$ cat config.mk
export PLATFORM = sky130hd
export DESIGN_NAME = elevator_ctrl_n
export DESIGN_NICKNAME = d
export VERILOG_FILES = /design/src/rtl/elevator_ctrl_n.sv
export SDC_FILE = /design/constraint.sdc
export NUM_CORES = 1
export LEC_CHECK = 0
export ABC_AREA = 1
export CAP_MARGIN = 15
export CORE_AREA = 5 5 54 56
export CTS_CLUSTER_SIZE = 8
export DETAILED_ROUTE_END_ITERATION = 10
export DIE_AREA = 0 0 59 61
export PLACE_DENSITY = 0.76
export SLEW_MARGIN = 40
export SYNTH_ARGS = -nofsm -noshare
export SYNTH_HDL_FRONTEND = slang
export SYNTH_SLANG_ARGS = --single-unit
$ cat constraint.sdc
create_clock -name clk -period 2.8 [get_ports clk]
set_clock_uncertainty 0.2 [all_clocks]
set_input_delay 0.56 -clock clk [delete_from_list [all_inputs] [get_ports clk]]
set_output_delay 0.56 -clock clk [all_outputs]
set_load 0.02 [all_outputs]
$ cat src/rtl/elevator_ctrl_n.sv
// elevator_ctrl_n: N-floor elevator controller serving latched calls in SCAN order.
// Models timed travel between floors and a timed door-open phase.
// Ports:
//   clk        in   1           rising-edge clock
//   rst        in   1           synchronous active-low reset
//   req        in   NUM_FLOORS  call buttons, bit i = call to floor i
//   cur_floor  out  FLR_W       current / last-passed floor
//   moving     out  1           car travelling (up or down)
//   dir_up     out  1           current / last direction, 1 = up
//   door_open  out  1           door phase active
//   pending    out  NUM_FLOORS  latched, unserved calls
module elevator_ctrl_n #(
   parameter int unsigned NUM_FLOORS = 4,
   parameter int unsigned FLR_W      = 2,
   parameter int unsigned TRAVEL_CYC = 4,
   parameter int unsigned DOOR_CYC   = 3
) (
   input  logic                  clk,
   input  logic                  rst,
   input  logic [NUM_FLOORS-1:0] req,
   output logic [FLR_W-1:0]      cur_floor,
   output logic                  moving,
   output logic                  dir_up,
   output logic                  door_open,
   output logic [NUM_FLOORS-1:0] pending
);

   localparam int unsigned TRAV_W = (TRAVEL_CYC > 1) ? $clog2(TRAVEL_CYC) : 1;
   localparam int unsigned DOOR_W = (DOOR_CYC > 1) ? $clog2(DOOR_CYC) : 1;
   localparam logic [FLR_W-1:0] TOP = FLR_W'(NUM_FLOORS - 1);

   typedef enum logic [1:0] {
      IDLE    = 2'd0,
      MOVE_UP = 2'd1,
      MOVE_DN = 2'd2,
      DOOR    = 2'd3
   } state_t;

   state_t              state;
   logic [TRAV_W-1:0]   trav_cnt;
   logic [DOOR_W-1:0]   door_cnt;

   // Floor masks: exactly f, strictly above f, strictly below f.
   function automatic logic [NUM_FLOORS-1:0] onehot(input logic [FLR_W-1:0] f);
      logic [NUM_FLOORS-1:0] m;
      for (int i = 0; i < int'(NUM_FLOORS); i++) m[i] = (i == int'(f));
      return m;
   endfunction

   function automatic logic [NUM_FLOORS-1:0] gt_mask(input logic [FLR_W-1:0] f);
      logic [NUM_FLOORS-1:0] m;
      for (int i = 0; i < int'(NUM_FLOORS); i++) m[i] = (i > int'(f));
      return m;
   endfunction

   function automatic logic [NUM_FLOORS-1:0] lt_mask(input logic [FLR_W-1:0] f);
      logic [NUM_FLOORS-1:0] m;
      for (int i = 0; i < int'(NUM_FLOORS); i++) m[i] = (i < int'(f));
      return m;
   endfunction

   logic [FLR_W-1:0]      nf_up, nf_dn;
   logic                  here, above, below, req_here;
   logic                  here_up, ahead_up, here_dn, ahead_dn;
   logic                  trav_term, door_term, arrive_up, arrive_dn;
   logic [NUM_FLOORS-1:0] clr;

   // Neighbour floors saturate at the ends so indices stay in range.
   assign nf_up     = (cur_floor == TOP) ? cur_floor : cur_floor + FLR_W'(1);
   assign nf_dn     = (cur_floor == '0)  ? cur_floor : cur_floor - FLR_W'(1);

   assign here      = |(pending & onehot(cur_floor));
   assign above     = |(pending & gt_mask(cur_floor));
   assign below     = |(pending & lt_mask(cur_floor));
   assign req_here  = |(req & onehot(cur_floor));
   assign here_up   = |(pending & onehot(nf_up));
   assign ahead_up  = |(pending & gt_mask(nf_up));
   assign here_dn   = |(pending & onehot(nf_dn));
   assign ahead_dn  = |(pending & lt_mask(nf_dn));

   assign trav_term = (trav_cnt == TRAV_W'(TRAVEL_CYC - 1));
   assign door_term = (door_cnt == DOOR_W'(DOOR_CYC - 1));
   assign arrive_up = trav_term && (cur_floor != TOP);
   assign arrive_dn = trav_term && (cur_floor != '0);

   // Call-clear mask: the floor being served; in DOOR it also blocks re-latching.
   always_comb begin
      clr = '0;
      case (state)
         IDLE:    if (here)                  clr = onehot(cur_floor);
         MOVE_UP: if (arrive_up && here_up)  clr = onehot(nf_up);
         MOVE_DN: if (arrive_dn && here_dn)  clr = onehot(nf_dn);
         DOOR:                               clr = onehot(cur_floor);
         default: clr = '0;
      endcase
   end

   // Controller state, counters and registered outputs.
   always_ff @(posedge clk) begin
      if (!rst) begin
         state     <= IDLE;
         cur_floor <= '0;
         dir_up    <= 1'b1;
         pending   <= '0;
         trav_cnt  <= '0;
         door_cnt  <= '0;
         moving    <= 1'b0;
         door_open <= 1'b0;
      end else begin
         pending <= (pending | req) & ~clr;
         case (state)
            IDLE: begin
               trav_cnt <= '0;
               door_cnt <= '0;
               if (here) begin
                  state     <= DOOR;
                  door_open <= 1'b1;
               end else if (above && (dir_up || !below)) begin
                  state  <= MOVE_UP;
                  moving <= 1'b1;
                  dir_up <= 1'b1;
               end else if (below) begin
                  state  <= MOVE_DN;
                  moving <= 1'b1;
                  dir_up <= 1'b0;
               end
            end

            MOVE_UP: begin
               if (cur_floor == TOP) begin
                  state    <= IDLE;
                  moving   <= 1'b0;
                  trav_cnt <= '0;
               end else if (trav_term) begin
                  trav_cnt  <= '0;
                  cur_floor <= nf_up;
                  if (here_up) begin
                     state     <= DOOR;
                     moving    <= 1'b0;
                     door_open <= 1'b1;
                     door_cnt  <= '0;
                  end else if (!ahead_up) begin
                     state  <= IDLE;
                     moving <= 1'b0;
                  end
               end else begin
                  trav_cnt <= trav_cnt + TRAV_W'(1);
               end
            end

            MOVE_DN: begin
               if (cur_floor == '0) begin
                  state    <= IDLE;
                  moving   <= 1'b0;
                  trav_cnt <= '0;
               end else if (trav_term) begin
                  trav_cnt  <= '0;
                  cur_floor <= nf_dn;
                  if (here_dn) begin
                     state     <= DOOR;
                     moving    <= 1'b0;
                     door_open <= 1'b1;
                     door_cnt  <= '0;
                  end else if (!ahead_dn) begin
                     state  <= IDLE;
                     moving <= 1'b0;
                  end
               end else begin
                  trav_cnt <= trav_cnt + TRAV_W'(1);
               end
            end

            DOOR: begin
               // A call for this floor holds the door open by restarting the count.
               if (req_here) begin
                  door_cnt <= '0;
               end else if (door_term) begin
                  state     <= IDLE;
                  door_open <= 1'b0;
                  door_cnt  <= '0;
               end else begin
                  door_cnt <= door_cnt + DOOR_W'(1);
               end
            end

            default: begin
               state     <= IDLE;
               moving    <= 1'b0;
               door_open <= 1'b0;
               trav_cnt  <= '0;
               door_cnt  <= '0;
            end
         endcase
      end
   end

endmodule

==> results.sh <==
export IMPL_clk_pin_slew_ns=0.10
export IMPL_synth_edf_count=0
export IMPL_ys_warn_count=0
export IMPL_fp_dieH_um=61
export IMPL_cts_buffers=3
export IMPL_cpPeakStageDelay_ns=0.72
export IMPL_end_kind="output port"
export IMPL_pre_cts_ws_ns=0.650
export IMPL_synthesis_area_sq_um=1250
export IMPL_crit_type="reg2out"
export IMPL_combPwrFrac_pct=64.5
export IMPL_power_total_w=0.00137
export IMPL_grt_max_degree=16
export IMPL_hold_ws_ns=0.265
export IMPL_cts_resized=0
export IMPL_dr_pass1_iters=4
export IMPL_synth_ff_type="dfxtp_1"
export IMPL_synth_common_cells="nand2_1, nor2_1, inv_1"
export IMPL_clock_latency_ns=0.29
export IMPL_cp_max_fo=15
export IMPL_die_w_um=59
export IMPL_hpwlAfterDp_um=2550
export IMPL_cts_tree="yes"
export IMPL_start_kind="flip-flop"
export IMPL_max_freq_mhz=404
export IMPL_swShare_pct=52.8
export IMPL_synth_top_area_cell="dfxtp_1"
export IMPL_yosysMostFrequentCell="nand2_1"
export IMPL_syn_inst=191
export IMPL_finalHoldViolations=0
export IMPL_power_density_nw_per_um2=978
export IMPL_slowest_stage="clkdlybuf4s50_1"
export IMPL_core_area_sq_um=2390
export IMPL_cts_hold_buffers=0
export IMPL_placedCellCount=231
export IMPL_wire_per_inst_um=13.5
export IMPL_cts_sinks=15
export IMPL_worst_pin_slew_ns=0.590
export IMPL_gp_congestion=0.912
export IMPL_slew_violations=0
export IMPL_clkPwrFrac_pct=9.6
export IMPL_cell_internal_pwr_w=0.000647
export IMPL_slew_headroom_pct=60.6
export IMPL_path_cells="clkdlybuf4s50_1"
export IMPL_post_cts_buffers=0
export IMPL_fin_ws_ns=0.322
export IMPL_synthTopCellsByArea="dfxtp_1, nand2_1, nand3_1"
export IMPL_cts_max_level=1
export IMPL_area_growth_pct=12.6
export IMPL_synth_top_area_share_pct=24.1
export IMPL_syn_nets=203
export IMPL_syn_area_per_cell_sq_um=6.52
export IMPL_yosysSeqAreaShare_pct=24.1
export IMPL_die_area_sq_um=3600
export IMPL_peakVddDrop_mv=0.713
export IMPL_grt_pass1_vias=1223
export IMPL_status="finished clean"
export IMPL_vias=1291
export IMPL_vias_per_cell=5.49
export IMPL_required_ns=2.04
export IMPL_cts_buffer_depth=2
export IMPL_drive_gt1_share_pct=12.2
export IMPL_finalSetupTns_ns=0
export IMPL_post_route_period_util_pct=88.5
export IMPL_cts_root_buf="clkbuf_4"
export IMPL_ys_ff_latch=15
export IMPL_io_pins=15
export IMPL_hold_path_class="reg2reg"
export IMPL_synth_cell_types=27
export IMPL_overflow=0
export IMPL_cp_top_family="buffers and inverters"
export IMPL_cp_num_buf_inv=1
export IMPL_antennaDiodeCount=0
export IMPL_antenna_found_initial=0
export IMPL_grt_pass1_wl_um=5380
export IMPL_drc=0
export IMPL_cp_arrival_ns=1.72
export IMPL_fillers=242
export IMPL_grt_usage_pct=19.7
export IMPL_start_util_pct=52.2
export IMPL_maxCapViolCount=0
export IMPL_stdcell_count=235
export IMPL_port_buffers=14
export IMPL_period_needed_ns=2.48
export IMPL_routed_wl_um=3180
export IMPL_p_leak_nw=0.645
export IMPL_rows=18
export IMPL_async_reset_ff_share_pct=0
export IMPL_switchingPower_w=0.000724
export IMPL_setup_viol=0
export IMPL_drtIter0Drc=57
export IMPL_r2r_slack_ns=0.74
export IMPL_ant_nets=0
export IMPL_power_frac_seq_pct=25.9
export IMPL_rsz0062_at_grt="no"
export IMPL_final_net_count=218
[cells in the final DEF, fill, tap and decap left out]
master / synthesis / routed
nand2_1: 39 / 39
nor2_1: 23 / 23
inv_1: 21 / 21
nand3_1: 18 / 18
a21oi_1: 16 / 16
dfxtp_1: 15 / 15
clkdlybuf4s50_1: 0 / 14
o21ai_0: 6 / 6
ha_1: 6 / 6
nand2_2: 5 / 5
nor2_2: 5 / 5
nand3_2: 4 / 4
o221ai_1: 4 / 4
inv_2: 3 / 3
nor2_4: 3 / 3
o21ai_1: 3 / 3
nor3_1: 3 / 3
nand4_1: 3 / 3
clkbuf_4: 0 / 3
o211ai_1: 2 / 2
clkinv_1: 2 / 2
o22ai_1: 1 / 1
a21oi_2: 1 / 1
nand3b_4: 1 / 1
a21o_1: 1 / 1
a211oi_1: 1 / 1
a21boi_0: 1 / 1
clkbuf_1: 0 / 1
[sequential cells by signal, indices dropped and copies added, names as in the netlist]
| name | cells |
|---|---|
| trav_cnt | 2 |
| pending | 4 |
| cur_floor | 2 |
| dir_up | 1 |
| moving | 1 |
| door_open | 1 |
| state | 2 |
| door_cnt | 2 |
[through the flow]
step           area [sq um]  util (%)
6_report               1400      58.8
3_3_place_gp           1380      57.7
2_1_floorplan          1250         -
5_1_grt                1400      58.8
3_5_place_dp           1380      57.7
4_1_cts                1400      58.8
[layout make-up]
class	count	area (sq um)	area share, %
clock buffers	4	26.3	1.87
inverters	26	97.6	6.96
multi-input cells	146	801	57.1
flip-flops and latches	15	300	21.4
well taps	30	37.5	2.68
repair buffers	14	140	9.99
[power groups by stage]
stage	clock network (W)	registers (W)	logic, W
6_report	0.000131	0.000356	0.000885
5_1_grt	0.000147	0.000369	0.000986
4_1_cts	0.000135	0.000356	0.000882
3_5_place_dp	0	0.000361	0.000877
3_3_place_gp	0	0.000352	0.000863
2_1_floorplan	0	0.000365	0.000656
[path summary, 6_finish.rpt]
kind	start	to	cells past startpoint
hold reg to reg	trav_cnt[1]	trav_cnt[1]	2
setup / recovery	cur_floor[1]	cur_floor[1]	1
hold / removal	trav_cnt[1]	trav_cnt[1]	2
setup reg to reg	cur_floor[1]	state[1]	10
[cell families (layout without fill, tap and decap cells)]
| family | Yosys count | in the layout | share of synthesized area (%) |
|---|---|---|---|
| AO/OA/AOI/OAI | 36 | 36 | 17.1 |
| adder cells (fa/ha/maj) | 6 | 6 | 6.02 |
| buffers and inverters | 30 | 44 | 11.6 |
| flip-flops | 15 | 15 | 24.1 |
| AND/OR/NAND/NOR | 104 | 104 | 41.2 |
[layer usage]
layer | vias up | global-route usage (%) | wire [um]
li1 | 662 | - | -
met4 | 0 | 8.09 | 62
met3 | 7 | 2.55 | 144
met2 | 32 | 35.6 | 1570
met5 | - | 0 | 0
met1 | 590 | 23.4 | 1400
(Power assumes the default switching activity.)
